===== src/rtl/reg_writeback_queue.sv =====
// Write-back ordering queue in front of the 8x8 register file write port, with a pending-write scoreboard.
// Optional forwarding of the youngest pending value is built when REG_WB_FWD_EN is defined.
module reg_writeback_queue #(
  parameter int DATA_W = 8,
  parameter int ADDR_W = 3,
  parameter int DEPTH  = 4
) (
  input  logic              clock,
  input  logic              resetN,
  input  logic              aluValid,
  input  logic [ADDR_W-1:0] aluAddr,
  input  logic [DATA_W-1:0] aluData,
  input  logic              memValid,
  input  logic [ADDR_W-1:0] memAddr,
  input  logic [DATA_W-1:0] memData,
  input  logic [ADDR_W-1:0] queryAddr,
  output logic              regWrite,
  output logic [ADDR_W-1:0] writeAddr,
  output logic [DATA_W-1:0] writeData,
  output logic              pendingHit,
  output logic              fwdValid,
  output logic [DATA_W-1:0] fwdData,
  output logic              queueFull,
  output logic              overflowErr
);

  localparam int PTR_W = $clog2(DEPTH);
  localparam int CNT_W = PTR_W + 1;

  logic [ADDR_W-1:0] addrQ [DEPTH];
  logic [DATA_W-1:0] dataQ [DEPTH];
  logic [PTR_W-1:0]  headPtr;
  logic [PTR_W-1:0]  tailPtr;
  logic [PTR_W-1:0]  aluSlot;
  logic [CNT_W-1:0]  count;
  logic [CNT_W-1:0]  pushCount;
  logic              pushMem;
  logic              pushAlu;
  logic              popHead;
  logic              overflowQ;

  // Full leaves room for a dual push, so an accepted cycle never enqueues only half its results
  assign queueFull = (count >= CNT_W'(DEPTH - 1));
  assign pushMem   = memValid & ~queueFull;
  assign pushAlu   = aluValid & ~queueFull;
  assign popHead   = (count != '0);
  assign pushCount = CNT_W'(pushMem) + CNT_W'(pushAlu);
  assign aluSlot   = pushMem ? tailPtr + PTR_W'(1) : tailPtr;

  always_ff @(posedge clock) begin
    if (!resetN) begin
      headPtr   <= '0;
      tailPtr   <= '0;
      count     <= '0;
      overflowQ <= 1'b0;
    end else begin
      if (popHead) headPtr <= headPtr + PTR_W'(1);
      tailPtr <= tailPtr + pushCount[PTR_W-1:0];
      count   <= count + pushCount - CNT_W'(popHead);
      if ((memValid || aluValid) && queueFull) overflowQ <= 1'b1;
    end
  end

  // The load is the older instruction, so it takes the earlier slot
  always_ff @(posedge clock) begin
    if (resetN) begin
      if (pushMem) begin
        addrQ[tailPtr] <= memAddr;
        dataQ[tailPtr] <= memData;
      end
      if (pushAlu) begin
        addrQ[aluSlot] <= aluAddr;
        dataQ[aluSlot] <= aluData;
      end
    end
  end

  assign overflowErr = overflowQ;
  assign regWrite    = popHead;
  assign writeAddr   = popHead ? addrQ[headPtr] : '0;
  assign writeData   = popHead ? dataQ[headPtr] : '0;

  always_comb begin
    pendingHit = 1'b0;
    for (int i = 0; i < DEPTH; i++) begin
      if ((CNT_W'(i) < count) && (addrQ[headPtr + PTR_W'(i)] == queryAddr)) pendingHit = 1'b1;
    end
    if (memValid && (memAddr == queryAddr)) pendingHit = 1'b1;
    if (aluValid && (aluAddr == queryAddr)) pendingHit = 1'b1;
  end

`ifdef REG_WB_FWD_EN
  logic [DATA_W-1:0] queueFwd;

  // Scanning head to tail lets the tail-most match overwrite older ones
  always_comb begin
    queueFwd = '0;
    for (int i = 0; i < DEPTH; i++) begin
      if ((CNT_W'(i) < count) && (addrQ[headPtr + PTR_W'(i)] == queryAddr))
        queueFwd = dataQ[headPtr + PTR_W'(i)];
    end
  end

  always_comb begin
    fwdData = '0;
    if (aluValid && (aluAddr == queryAddr))      fwdData = aluData;
    else if (memValid && (memAddr == queryAddr)) fwdData = memData;
    else if (pendingHit)                         fwdData = queueFwd;
  end

  assign fwdValid = pendingHit;
`else
  assign fwdValid = 1'b0;
  assign fwdData  = '0;
`endif

endmodule


===== config.mk =====
export PLATFORM = sky130hd
export DESIGN_NAME = reg_writeback_queue
export DESIGN_NICKNAME = d
export VERILOG_FILES = /design/src/rtl/reg_writeback_queue.sv
export SDC_FILE = /design/constraint.sdc
export NUM_CORES = 1
export LEC_CHECK = 0
export BUFFER_PORTS_ARGS = -buffer_cell sky130_fd_sc_hd__buf_2
export CAP_MARGIN = 20
export CORE_ASPECT_RATIO = 1.5
export CORE_UTILIZATION = 61
export CTS_BUF_LIST = sky130_fd_sc_hd__clkbuf_16
export CTS_CLUSTER_DIAMETER = 50
export CTS_CLUSTER_SIZE = 12
export DETAILED_ROUTE_END_ITERATION = 8
export PLACE_DENSITY = 0.95
export REMOVE_ABC_BUFFERS = 1
export SKIP_LAST_GASP = 1
export SLEW_MARGIN = 20
export SYNTH_ARGS = -nofsm -noshare
export SYNTH_HDL_FRONTEND = slang
export SYNTH_SLANG_ARGS = --single-unit

===== constraint.sdc =====
create_clock -name clock -period 4.1 [get_ports clock]
set_clock_uncertainty 0.05 [all_clocks]
set_input_delay 0.205 -clock clock [delete_from_list [all_inputs] [get_ports clock]]
set_output_delay 0.205 -clock clock [all_outputs]
set_load 0.02 [all_outputs]

==> results of run 1 <==
## layer usage
layer	vias up	part of all wire [%]
met5	-	0
met4	0	1.3
met3	7	4.3
met2	77	57
met1	1024	37
li1	928	-
## critical path, stage by stage, from the launching register on
cell	delay, ns
dfxtp_1	0.46
inv_1	0.15
ha_1	0.33
nand2_2	0.08
o21ai_0	0.10
nand3_1	0.17
nor2_2	0.67
a21o_1	0.48
## cell usage in the layout (no fill, tap or decap)
| cell type | Yosys | final |
|---|---|---|
| o2111ai_4 | 1 | 1 |
| and2_4 | 1 | 1 |
| edfxtp_1 | 44 | 44 |
| o21ai_0 | 1 | 1 |
| and3b_1 | 2 | 2 |
| or3_2 | 1 | 1 |
| xnor2_1 | 23 | 23 |
| o21a_1 | 1 | 1 |
| a21o_1 | 2 | 2 |
| mux2_2 | 8 | 8 |
| a21oi_4 | 1 | 1 |
| fa_1 | 1 | 1 |
| nand3_1 | 1 | 1 |
| nand2_2 | 2 | 2 |
| nand2_1 | 2 | 2 |
| a21o_2 | 2 | 2 |
| clkbuf_16 | 0 | 6 |
| dfxtp_1 | 10 | 10 |
| ha_1 | 9 | 9 |
| and3_2 | 1 | 1 |
| and2_1 | 17 | 17 |
| conb_1 | 1 | 9 |
| xnor2_2 | 2 | 2 |
| mux2_4 | 36 | 36 |
| buf_2 | 1 | 43 |
| a41oi_1 | 1 | 1 |
| inv_1 | 10 | 12 |
| nor2_1 | 3 | 3 |
| nand4_1 | 5 | 5 |
| o2111ai_1 | 1 | 1 |
| mux4_2 | 20 | 20 |
| nor2_2 | 4 | 4 |
## synthesized netlist by cell type (all sizes together)
| cell | n |
|---|---|
| mux2 | 44 |
| o21ai | 1 |
| dfxtp | 10 |
| edfxtp | 44 |
| or3 | 1 |
| nand3 | 1 |
| and3 | 1 |
| fa | 1 |
| clkbuf | 6 |
| conb | 1 |
| and2 | 18 |
| nor2 | 7 |
| xnor2 | 25 |
| mux4 | 20 |
| a21o | 4 |
| and3b | 2 |
| o2111ai | 2 |
| nand4 | 5 |
| inv | 10 |
| buf | 16 |
| nand2 | 4 |
| o21a | 1 |
| a41oi | 1 |
| ha | 9 |
| a21oi | 1 |
## through the flow
stage                     instance area (um^2)  std cells  hold slack [ns]
after detailed placement                  3690        334            0.399
after floorplan                           3390        221            0.273
after global routing                      3850        342            0.207
after global placement                    3690        334            0.392
final                                     3850        342            0.206
after CTS                                 3850        342            0.202
## power groups by stage
stage | clock (W) | combinational (W) | sequential [W]
after floorplan | 0 | 0.000903 | 0.000858
after CTS | 0.000436 | 0.00117 | 0.000891
after detailed placement | 0 | 0.00116 | 0.000902
after global placement | 0 | 0.00113 | 0.000889
final | 0.000433 | 0.00116 | 0.000889
after global routing | 0.000461 | 0.00126 | 0.000910
## cell families after synthesis
kind of cell               count (synthesis)
muxes                                     64
DFF                                       54
and+or+nand+nor                           39
buffers and inverters                     32
xor gates and xnor gates                  25
adders and majority gates                 10
AOI/OAI and AO/OA                         10
other                                      1
## cell type report
cell class | count | share of cell area [%]
Multi-Input combinational cell | 157 | 47.5
Sequential cell | 54 | 39.6
Timing Repair Buffer | 43 | 5.60
Clock buffer | 6 | 3.90
Tap cell | 70 | 2.28
Inverter | 10 | 0.976
Clock inverter | 2 | 0.195
## sequential cells by signal, summed over array words and instances (netlist names), named ones only
register	count
addrQ	12
tailPtr	2
dataQ	32
count	3
overflowErr	1
headPtr	2
## final timing paths
| path | slack, ns | to | startpoint | depth (start not counted) |
|---|---|---|---|---|
| worst min-delay path | 0.21 | dataQ[3][3] | aluData[3] | 2 |
| worst max register to register | 1.24 | addrQ[2][2] | tailPtr[0] | 7 |
| worst max-delay path | 1.24 | addrQ[2][2] | tailPtr[0] | 7 |
| worst min register to register | 0.41 | overflowErr | overflowErr | 1 |
==> flow_summary.ini, run 1 <==
[setup_path]
critical_path_arrival_ns = 2.73
crit_required_ns = 3.97
cp-end-kind = flip-flop
worstPathMaxFanout = 12
start_kind = flip-flop
path_class = reg -> reg

[cts]
ctsRootBufferMaster = clkbuf_16
cts_tree = done
cts-buffers-inserted = 5
cts_setup_buffers = 0
cts_hold_buf = 0
cts_num_sinks = 54
cts_max_level = 2
cts_resized = 0
clk_latency_ns = 0.28
clk_pin_slew_ns = 0.07
cts.path.max_buffers = 2

[drt]
drt-initial-drc-count = 55
wl_per_cell_um = 18.4
drc = 0
drt-total-wl_um = 6310
dr.pass1.iters = 4
ant_nets = 0
vias = 2036
drt-vias-per-instance = 5.95

[grt]
grt_pass1_vias = 2079
grt-ovfl-total = 0
antenna_found_initial = 0
grt_usage_pct = 23.1
use_met3_pct = 3.14
use_met1_pct = 25.1
grt_max_degree = 17
gr-max-usage-layer = met2
met2_usage_pct = 44.3
grt_pass1_wl_um = 10200

[placement]
dp_slack_ns = 1.26
port_buffers = 43
gp_congestion = 0.915
dp_hpwl_um = 4640

[cells_and_area]
multiInputGateArea_um2 = 1830
ff_latch_area_um2 = 1520
antenna_cells = 0
syn2layout_area_growth_pct = 9.55
fillCellCount = 392
postLayoutCoreUtil_pct = 70.0
drive_above_1_share_pct = 47.1
nets = 310

[logic_synthesis]
synth_compound_area_share_pct = 2.99
synth.avg_cell_area_um2 = 14.9
synth_xor_area_share_pct = 6.66
synth_top_area_share_pct = 37.6
yosysWarnings = 0
synth_top_family_by_area = multiplexers
netlist_instances = 235
synth_largest_area_cell = edfxtp_1
yosysUniqueCellTypes = 34
yosys.area_share.adder_pct = 3.78
yosys.area_share.simple_pct = 6.84
synth-seq-cells = 54
synth_mux_area_share_pct = 30.8
netlist_area_um2 = 3510
synth.area.top_cells = edfxtp_1 38%, mux2_4 15%, mux4_2 13%, xnor2_1 5.7%, dfxtp_1 5.7%
ys_seq_area_share_pct = 43.3

[power_and_ir_drop]
p_leak_nw = 1.50
ir_worst_vdd_mv = 0.337
p_per_area_nw_per_um2 = 646
switchingPower_w = 0.000889
p_int_w = 0.00160
power_frac_comb_pct = 46.8
switching_share_pct = 35.8
power_w = 0.00248
power_frac_seq_pct = 35.8
clockPowerShare_pct = 17.4

[sta]
setup_ws_ns = 1.24
slew_viol_final = 0
setup_tns_ns = 0
setup_viol = 0
finalHoldViolCount = 0
worstMarginPinSlew_ns = 0.897
finalWorstPathRequiredPeriod_ns = 2.86
fin_crit_sh_pct = 69.6
fmax_mhz = 350
relSlewSlack_pct = 40.1
rsz0062_at_grt = false

[flow_run]
cap_violations = 0

[floorplanning]
core_area_um2 = 5490
start_util_pct = 63.9
dieArea_um2 = 6070
rows = 33
die_h_um = 94.9
die_x_um = 63.9
io_pins = 53

[status]
status = finished, final reports clean

[hold_path]
min_path_type = in -> reg
No activity file was read; power rests on OpenSTA's default activity.
==> run 2: changes to the inputs <==
- CORE_UTILIZATION: 61 -> 52
- PLACE_DENSITY: 0.95 -> 0.88
- clock period: 4.1 -> 2.35 ns (I/O delays scaled with it)
==> flow_summary.ini, run 2 (synthesized netlist as in run 1, its figures left out) <==
[floorplanning]
start_util_pct = 53.8
core_area_um2 = 6530
io_pins = 53
rows = 36
die_x_um = 69.1
dieArea_um2 = 7090
die_h_um = 103

[hold_path]
min_to = dataQ[3][3]
min_path_type = in -> reg
min_delay_path_depth = 2
worstHoldStart = aluData[3]

[grt]
antenna_found_initial = 0
grt-ovfl-total = 0
grt_pass1_vias = 2059
grt_pass1_wl_um = 10600
grt_max_degree = 18
grt_usage_pct = 20.5

[setup_path]
r2r_end = count[2]
worstPathMaxFanout = 4
r2r_slack_ns = 0.03
critical_path_arrival_ns = 2.46
cp-end-kind = flip-flop
path_cells = a21oi_4 > and2_4 > ha_4 > inv_1 > ha_4 > inv_1 > ha_2 > fa_2 > xnor2_2 > xnor2_1 > and2_1
start_kind = flip-flop
worst_path_max_delay_cell = fa_2
worstReg2RegStart = count[1]
path_class = reg -> reg
crit_required_ns = 2.49
r2r_cells = 11
max_stage_delay_ns = 0.38

[drt]
met1_length_um = 2480
drc = 0
wl_per_cell_um = 18.8
met3_length_um = 237
drt-initial-drc-count = 127
drt-vias-per-instance = 5.62
drt-total-wl_um = 6970
wl_met2_um = 4100
top_layer = met4
vias = 2080
dr.pass1.iters = 5
ant_nets = 0

[power_and_ir_drop]
switching_share_pct = 35.6
power_w = 0.00477
power_frac_comb_pct = 51.9
clockPowerShare_pct = 17.7
p_per_area_nw_per_um2 = 1150
p_int_w = 0.00307
ir_worst_vdd_mv = 0.822
power_frac_seq_pct = 30.3
switchingPower_w = 0.00170
p_leak_nw = 1.63

[cells_and_area]
syn2layout_area_growth_pct = 17.9
fin_cells = 370
final_cell_mix = 44 x edfxtp_1, 43 x buf_2, 36 x mux2_4
design_area_um2 = 4140
largest_reg_flops = 32
antenna_cells = 0
regMostFlops = dataQ
drive_above_1_share_pct = 55.1
reg_top3 = dataQ: 32 flops, addrQ: 12 flops, count: 3 flops
fillCellCount = 483
nets = 332
mostFrequentLayoutCell = edfxtp_1

[cts]
cts_tree = done
cts-buffers-inserted = 5
cts.path.max_buffers = 2
cts_hold_buf = 0
clk_pin_slew_ns = 0.07
cts_num_sinks = 54
ctsRootBufferMaster = clkbuf_16
cts_max_level = 2
clk_latency_ns = 0.30

[placement]
placed_area_um2 = 3920
port_buffers = 43
dp_hpwl_um = 5180
gp_congestion = 0.768
dp_slack_ns = -0.0833
place_inst = 362

[sta]
fin_crit_sh_pct = 98.6
rsz0062_at_grt = true
slew_viol_final = 0
setup_ws_ns = 0.0326
finalWorstPathRequiredPeriod_ns = 2.32
finalHoldViolCount = 0
setup_viol = 0
fmax_mhz = 432

[flow_run]
cap_violations = 0

[status]
status = finished, final reports clean
run 2: how the worst max path moves through the flow:
stage,from,to,slack (ns),cells after the start
after global routing,count[1],count[2],-0.04,11
after floorplan,count[2],count[2],-0.10,8
after global placement,count[1],count[2],0.01,11
after detailed placement,count[1],count[2],-0.08,11
after CTS,count[1],count[2],0.009,11
final,count[1],count[2],0.03,11
run 2: timing repair:
action,in CTS,in global routing
setup endpoints to repair,1,2
pin swaps,1,3
hold endpoints to repair,0,0
setup buffers,0,0
gates resized for setup,4,7
run 2: power groups by stage:
stage	sequential, W	clock (W)	combinational (W)
3_5_place_dp	0.00146	0	0.00240
5_1_grt	0.00147	0.000888	0.00267
6_report	0.00145	0.000846	0.00248
4_1_cts	0.00145	0.000854	0.00243
2_1_floorplan	0.00150	0	0.00158
3_3_place_gp	0.00144	0	0.00233
run 2: cell type report:
| class | count | area (um^2) | area share [%] |
|---|---|---|---|
| multi-input combinational | 157 | 1870 | 45.1 |
| timing repair buffer | 65 | 443 | 10.7 |
| tap | 76 | 95.1 | 2.30 |
| inverter | 10 | 37.5 | 0.907 |
| clock buffer | 5 | 125 | 3.02 |
| sequential | 54 | 1530 | 36.9 |
| clock inverter | 3 | 43.8 | 1.06 |
run 2: metrics by stage:
stage | hold slack (ns) | TNS (ns) | utilization (%)
after global routing | 0.110 | -0.0381 | 63.4
after detailed placement | 0.402 | -0.0833 | 60.1
final | 0.111 | 0 | 63.4
after CTS | 0.107 | 0 | 62.8
after global placement | 0.391 | 0 | 60.1
after floorplan | 0.185 | -0.100 | -
run 2: metal layers:
metal / global-route usage, % / vias up
li1: - / 972
met5: 0 / -
met2: 42.9 / 56
met1: 19.5 / 1043
met3: 2.83 / 9
met4: 9.11 / 0
run 2: critical path: cells and delay by family, from the launching register on:
| kind | cells | cell delay [ns] |
|---|---|---|
| simple gates | 2 | 0.30 |
| fa+ha+maj | 4 | 1.07 |
| compound gates | 1 | 0.07 |
| buf+inv | 2 | 0.10 |
| xor+xnor | 2 | 0.27 |
| flops | 1 | 0.36 |
